**src/rtl/fp_pipe_pkg.sv**
```systemverilog
// Shared FP pipeline definitions: OP-FP opcode, funct7 codes for the
// single-precision arithmetic subset, and the decoded operation type.
package fp_pipe_pkg;

    localparam int XLEN = 32;
    localparam int PC_W = 8;

    localparam logic [6:0] OPCODE_OPFP = 7'b1010011;

    localparam logic [6:0] F7_ADD = 7'd0;
    localparam logic [6:0] F7_SUB = 7'd4;
    localparam logic [6:0] F7_MUL = 7'd8;
    localparam logic [6:0] F7_DIV = 7'd12;

    typedef enum logic [1:0] {
        FP_ADD = 2'd0,
        FP_SUB = 2'd1,
        FP_MUL = 2'd2,
        FP_DIV = 2'd3
    } fp_op_t;

endpackage

```
**src/rtl/fp_scoreboard.sv**
```systemverilog
// Per-register busy bits. A set and a clear of the same register in one
// cycle leaves it busy, since the set marks a newly issued producer.
module fp_scoreboard #(
    parameter  int NREGS = 32,
    localparam int AW    = $clog2(NREGS)
) (
    input  logic          clk,
    input  logic          reset,
    input  logic          set_en,
    input  logic [AW-1:0] set_addr,
    input  logic          clr_en,
    input  logic [AW-1:0] clr_addr,
    input  logic [AW-1:0] q1_addr,
    output logic          q1_busy,
    input  logic [AW-1:0] q2_addr,
    output logic          q2_busy
);

    logic [NREGS-1:0] busy_q;

    // Busy bit update; the set is applied last so it wins over a clear.
    always_ff @(posedge clk or negedge reset) begin
        if (!reset) begin
            busy_q <= '0;
        end else begin
            if (clr_en) busy_q[clr_addr] <= 1'b0;
            if (set_en) busy_q[set_addr] <= 1'b1;
        end
    end

    assign q1_busy = busy_q[q1_addr];
    assign q2_busy = busy_q[q2_addr];

endmodule

```
**src/rtl/fp_decode_stage.sv**
```systemverilog
// FP decode stage: decodes fadd.s/fsub.s/fmul.s/fdiv.s, reads operands,
// tracks RAW hazards with a busy scoreboard and registers the result for
// execute. Optional macro FP_DEC_WB_BYPASS_EN forwards the writeback value
// into operand capture and removes the hazard on a source being retired.
module fp_decode_stage
    import fp_pipe_pkg::*;
#(
    parameter int XLEN  = fp_pipe_pkg::XLEN,
    parameter int PC_W  = fp_pipe_pkg::PC_W,
    parameter int NREGS = 32
) (
    input  logic            clk,
    input  logic            reset,
    input  logic            stall,
    input  logic            if_valid,
    input  logic [31:0]     if_instruction,
    input  logic [PC_W-1:0] if_pc,
    output logic            if_ready,
    output logic [4:0]      rf_rs1_addr,
    output logic [4:0]      rf_rs2_addr,
    input  logic [XLEN-1:0] rf_rs1_data,
    input  logic [XLEN-1:0] rf_rs2_data,
    input  logic            wb_valid,
    input  logic            wb_reg_write_en,
    input  logic [4:0]      wb_rd,
    input  logic [XLEN-1:0] wb_result,
    output logic [XLEN-1:0] op1_out,
    output logic [XLEN-1:0] op2_out,
    output logic [4:0]      rd_out,
    output logic [1:0]      fp_op_out,
    output logic            decode_valid_out,
    output logic [31:0]     decode_instruction_out,
    output logic [PC_W-1:0] decode_pc_out,
    output logic            halted,
    output logic            illegal_pulse
);

    logic [6:0]      opcode;
    logic [2:0]      funct3;
    logic [6:0]      funct7;
    logic [4:0]      rd;
    logic            legal;
    logic            is_zero;
    logic            wb_clr;
    logic            byp1;
    logic            byp2;
    logic            busy1;
    logic            busy2;
    logic            hazard;
    logic            accept;
    logic            issue;
    logic [XLEN-1:0] op1_nxt;
    logic [XLEN-1:0] op2_nxt;
    fp_op_t          fp_op_q;

    assign opcode      = if_instruction[6:0];
    assign rd          = if_instruction[11:7];
    assign funct3      = if_instruction[14:12];
    assign funct7      = if_instruction[31:25];
    assign rf_rs1_addr = if_instruction[19:15];
    assign rf_rs2_addr = if_instruction[24:20];

    assign legal   = (opcode == OPCODE_OPFP) && (funct3 == 3'b000) &&
                     ((funct7 == F7_ADD) || (funct7 == F7_SUB) ||
                      (funct7 == F7_MUL) || (funct7 == F7_DIV));
    assign is_zero = (if_instruction == 32'd0);
    assign wb_clr  = wb_valid && wb_reg_write_en;

`ifdef FP_DEC_WB_BYPASS_EN
    assign byp1    = wb_clr && (wb_rd == rf_rs1_addr);
    assign byp2    = wb_clr && (wb_rd == rf_rs2_addr);
    assign op1_nxt = byp1 ? wb_result : rf_rs1_data;
    assign op2_nxt = byp2 ? wb_result : rf_rs2_data;
`else
    logic unused_wb;
    assign byp1      = 1'b0;
    assign byp2      = 1'b0;
    assign op1_nxt   = rf_rs1_data;
    assign op2_nxt   = rf_rs2_data;
    assign unused_wb = ^wb_result;
`endif

    assign hazard   = (busy1 && !byp1) || (busy2 && !byp2);
    assign if_ready = !stall && !halted && !(legal && hazard);
    assign accept   = if_valid && if_ready;
    assign issue    = accept && legal;

    fp_scoreboard #(.NREGS(NREGS)) u_sb (
        .clk      (clk),
        .reset    (reset),
        .set_en   (issue),
        .set_addr (rd),
        .clr_en   (wb_clr),
        .clr_addr (wb_rd),
        .q1_addr  (rf_rs1_addr),
        .q1_busy  (busy1),
        .q2_addr  (rf_rs2_addr),
        .q2_busy  (busy2)
    );

    // Execute-facing pipeline register; frozen while stalled.
    always_ff @(posedge clk or negedge reset) begin
        if (!reset) begin
            decode_valid_out       <= 1'b0;
            op1_out                <= '0;
            op2_out                <= '0;
            rd_out                 <= '0;
            fp_op_q                <= FP_ADD;
            decode_instruction_out <= '0;
            decode_pc_out          <= '0;
        end else if (!stall) begin
            decode_valid_out <= issue;
            if (issue) begin
                op1_out                <= op1_nxt;
                op2_out                <= op2_nxt;
                rd_out                 <= rd;
                fp_op_q                <= fp_op_t'(funct7[3:2]);
                decode_instruction_out <= if_instruction;
                decode_pc_out          <= if_pc;
            end
        end
    end

    assign fp_op_out = fp_op_q;

    // Status: sticky halt on the all-zero word, one-cycle illegal pulse.
    always_ff @(posedge clk or negedge reset) begin
        if (!reset) begin
            halted        <= 1'b0;
            illegal_pulse <= 1'b0;
        end else begin
            illegal_pulse <= accept && !legal && !is_zero;
            if (accept && is_zero) halted <= 1'b1;
        end
    end

endmodule

```
**config.mk**
```make
export PLATFORM = sky130hd
export DESIGN_NAME = fp_decode_stage
export DESIGN_NICKNAME = d
export VERILOG_FILES = /design/src/rtl/fp_pipe_pkg.sv /design/src/rtl/fp_scoreboard.sv /design/src/rtl/fp_decode_stage.sv
export SDC_FILE = /design/constraint.sdc
export NUM_CORES = 1
export LEC_CHECK = 0
export ABC_AREA = 1
export BUFFER_PORTS_ARGS = -buffer_cell sky130_fd_sc_hd__buf_2
export CAP_MARGIN = 40
export CORE_MARGIN = 1.5
export CORE_UTILIZATION = 44
export CTS_BUF_LIST = sky130_fd_sc_hd__clkbuf_16
export DETAILED_ROUTE_END_ITERATION = 8
export GPL_ROUTABILITY_DRIVEN = 0
export HOLD_SLACK_MARGIN = 0.05
export PLACE_DENSITY = 0.88
export RECOVER_POWER = 100
export SLEW_MARGIN = 0
export SYNTH_ARGS = -nofsm -noshare
export SYNTH_HDL_FRONTEND = slang
export SYNTH_SLANG_ARGS = --single-unit
```
**constraint.sdc**
```tcl
create_clock -name clk -period 1.7 [get_ports clk]
set_input_delay 0.085 -clock clk [delete_from_list [all_inputs] [get_ports clk]]
set_output_delay 0.085 -clock clk [all_outputs]
set_load 0.05 [all_outputs]
```
==> out/results.tsv <==
metric	value	unit
Global Route Usage Sum	28.3	%
Avg Inst Size Synth	8.30	sq um
CP required	2010	ps
Synthesis Warnings	0	
Core Region	0.0147	sq mm
Vias/cell	5.33	
hold crit path type	in -> reg	
Yosys reg bits	139	
clock latency on the worst-skew pair	420	ps
Non-Filler Instances	1348	
max_slew headroom	5.30	%
CTS sink count	139	
final-report hold violation count	0	
Clk pwr share	46.7	%
syn_nets	957	
fmax	486	MHz
Gate Count Post-Synth	810	
Critical Path Fanout Max	27	
critical path class	reg -> reg	
Antenna Nets Post-Route	0	
Int Power	5.68	mW
Reg power frac	43.3	%
setup ws final	-357	ps
P&R area growth vs syn	49.1	%
Reg clk slew, reported paths	60	ps
total routed wirelength	23700	um
via count	7182	
status	complete, but fails checks	
worst vdd ir	0.000798	V
Slew Limit Fails	0	
Routed WL per cell	17.6	um
Max Cap Viol	0	
failing checks	negative setup slack	
largest net degree at the start of global routing	62	
Die Wd	127	um
total gr overflow	0	
minimum clock period	2060	ps
cts bufs inserted	17	
initial antenna violation count	0	
Synth Cell Area	0.00672	sq mm
Reg2Reg Launch Point	u_sb.busy_q[30]$_DFF_PN0_	
Tcrit/Tclk final	121	%
vias in the first global route	7219	
post-place setup slack	-277	ps
IO Port Bufs	239	
H-tree Lvls	4	
static leakage	5.16	nW
hold slack	96.6	ps
DRC Markers	0	
switching power	1.96	mW
die height	127	um
Worst-Margin Slew	1420	ps
setup repair after global routing missed its margin	yes	
register area share after synthesis	51.7	%
DR iter-0 viols	539	
first-pass GRT wire length	35500	um
Sw Share	25.7	%
FP Rows	44	
I/O pin total	272	
layout cells sized above 1	30.5	%
Critical Path Source	u_sb.busy_q[30]$_DFF_PN0_	
Detailed Routing Iterations Pass 1	8	
final core occ	68.2	%
combinational share of power	10.1	%
clk_skew	9.84	ps
Root Driver	clkbuf_16	
hold_sp	if_instruction[22]	
nets@finish	1297	
Initial Util	45.7	%
count of final setup violators	138	
Worst setup SP type	register	
post-detail-place hpwl	13200	um
die footprint	0.0160	sq mm
Worst Setup End Kind	register	
dpl cells	1214	
CP Data Arrival Time	2370	ps
CTS Buffer Depth	2	
Unique masters post-synth	24	
CTS tree	done	
PwrDens	763	mW/mm^2
per-stage QoR:
step                      instance area [sq um]  TNS [ps]  power, mW
final                                     10000    -37420       7.64
after CTS                                  9690    -34920       7.65
after floorplan                            6720         0       3.63
after detailed placement                   8060    -26240       3.94
after global placement                     8060    -16670       3.93
after global routing                      10000    -62830       7.91
synth_stat cells:
library cell / count / area [sq um]
inv_4: 2 / 12.5
or2_2: 1 / 6.26
buf_4: 18 / 135
nor3b_1: 1 / 7.51
nand2_1: 227 / 852
o21ai_2: 43 / 377
o21ai_0: 39 / 195
buf_6: 19 / 214
and2_1: 1 / 6.26
a21oi_1: 1 / 5.00
clkinv_1: 1 / 3.75
buf_2: 3 / 15.0
nor3_1: 10 / 50.1
nor2_1: 17 / 63.8
dfrtp_1: 139 / 3480
nor2_2: 1 / 6.26
nand3_1: 63 / 315
o211ai_1: 1 / 7.51
nor4_1: 5 / 31.3
o21ai_1: 73 / 365
nand4_1: 5 / 31.3
inv_1: 130 / 488
nand4_4: 1 / 21.3
clkbuf_1: 9 / 33.8
cells in the final DEF (no fill, tap or decap), types with 2 or more instances in the layout:
cell,n
o21ai_0,32
dlygate4sd3_1,86
nor4_1,5
nand3_1,62
buf_2,150
buf_12,3
clkinv_1,2
clkinvlp_4,3
nand2_1,179
inv_1,128
buf_8,3
inv_2,2
inv_6,5
clkinv_2,2
buf_6,3
clkbuf_16,22
buf_16,7
clkbuf_1,88
inv_4,2
o21ai_2,69
o21ai_1,52
nand4_1,5
nor2_1,17
buf_4,25
dfrtp_1,139
clkinv_4,2
nand2_2,35
nand2_4,13
o21ai_4,2
nor3_1,10
sequential cells by signal, summed over array words and instances, names as in the netlist:
name                    flops
op1_out                    32
op2_out                    32
u_sb.busy_q                32
decode_instruction_out     28
decode_pc_out               8
rd_out                      4
decode_valid_out            1
halted                      1
illegal_pulse               1
cell type report:
cell class                      count  area (sq um)
Clock buffer                       17           425
Timing Repair Buffer              370          2590
Antenna cell                        1          2.50
Tap cell                          184           230
Clock inverter                     15           139
Fill cell                        1112          4670
Multi-Input combinational cell    489          2660
Inverter                          133           504
Sequential cell                   139          3480
layer usage:
metal	GRT usage, %	vias to the layer above	wire, um
met1	33.1	3371	8870
met3	7.63	111	2130
met4	16.0	0	1190
li1	-	3231	-
met2	47.3	469	11500
met5	0	-	0
kinds of logic after synthesis:
group	count (synthesis)	share of synthesized area (%)
compound gates	157	14.1
buf+inv	182	13.4
flops	139	51.7
simple gates	332	20.7
worst paths after layout:
check | end | slack [ps] | cells after the start
hold reg to reg | decode_instruction_out[0]$_DFFE_PN0P_ | 470 | 2
setup reg to reg | op2_out[13]$_DFFE_PN0P_ | -360 | 15
min in group asynchronous | decode_instruction_out[24]$_DFFE_PN0P_ | 530 | 2
max in group asynchronous | u_sb.busy_q[10]$_DFF_PN0_ | 160 | 3
hold / removal | decode_instruction_out[22]$_DFFE_PN0P_ | 100 | 3
setup / recovery | op2_out[13]$_DFFE_PN0P_ | -360 | 15
timing repair:
item,CTS,global route
hold buffers,86,0
resized for setup,11,106
buffers inserted,4,1
endpoints found under the setup margin,138,138
cloned,4,7
hold endpoints to repair,240,0
pin swaps,10,5
critical path, cell delays in order, from the launching register on:
cell and delay (ps):
dfrtp_1 420, inv_1 60, nand2_1 50, nand3_1 90, nand3_1 90, nand2_1 90, nand2_1 70, nand3_2 60
nand2_2 70, buf_6 120, nor2_4 120, nand4_4 120, clkbuf_16 230, buf_16 170, nand2_1 120, o21ai_2 70
power groups by stage:
stage / Combinational (mW) / Sequential [mW] / Clock (mW)
floorplan: 0.257 / 3.37 / 0
global placement: 0.557 / 3.37 / 0
detailed placement: 0.567 / 3.37 / 0
CTS: 0.724 / 3.31 / 3.62
global route: 0.837 / 3.31 / 3.77
finish: 0.769 / 3.31 / 3.57
Note: power is estimated with default switching activity, not from simulation.
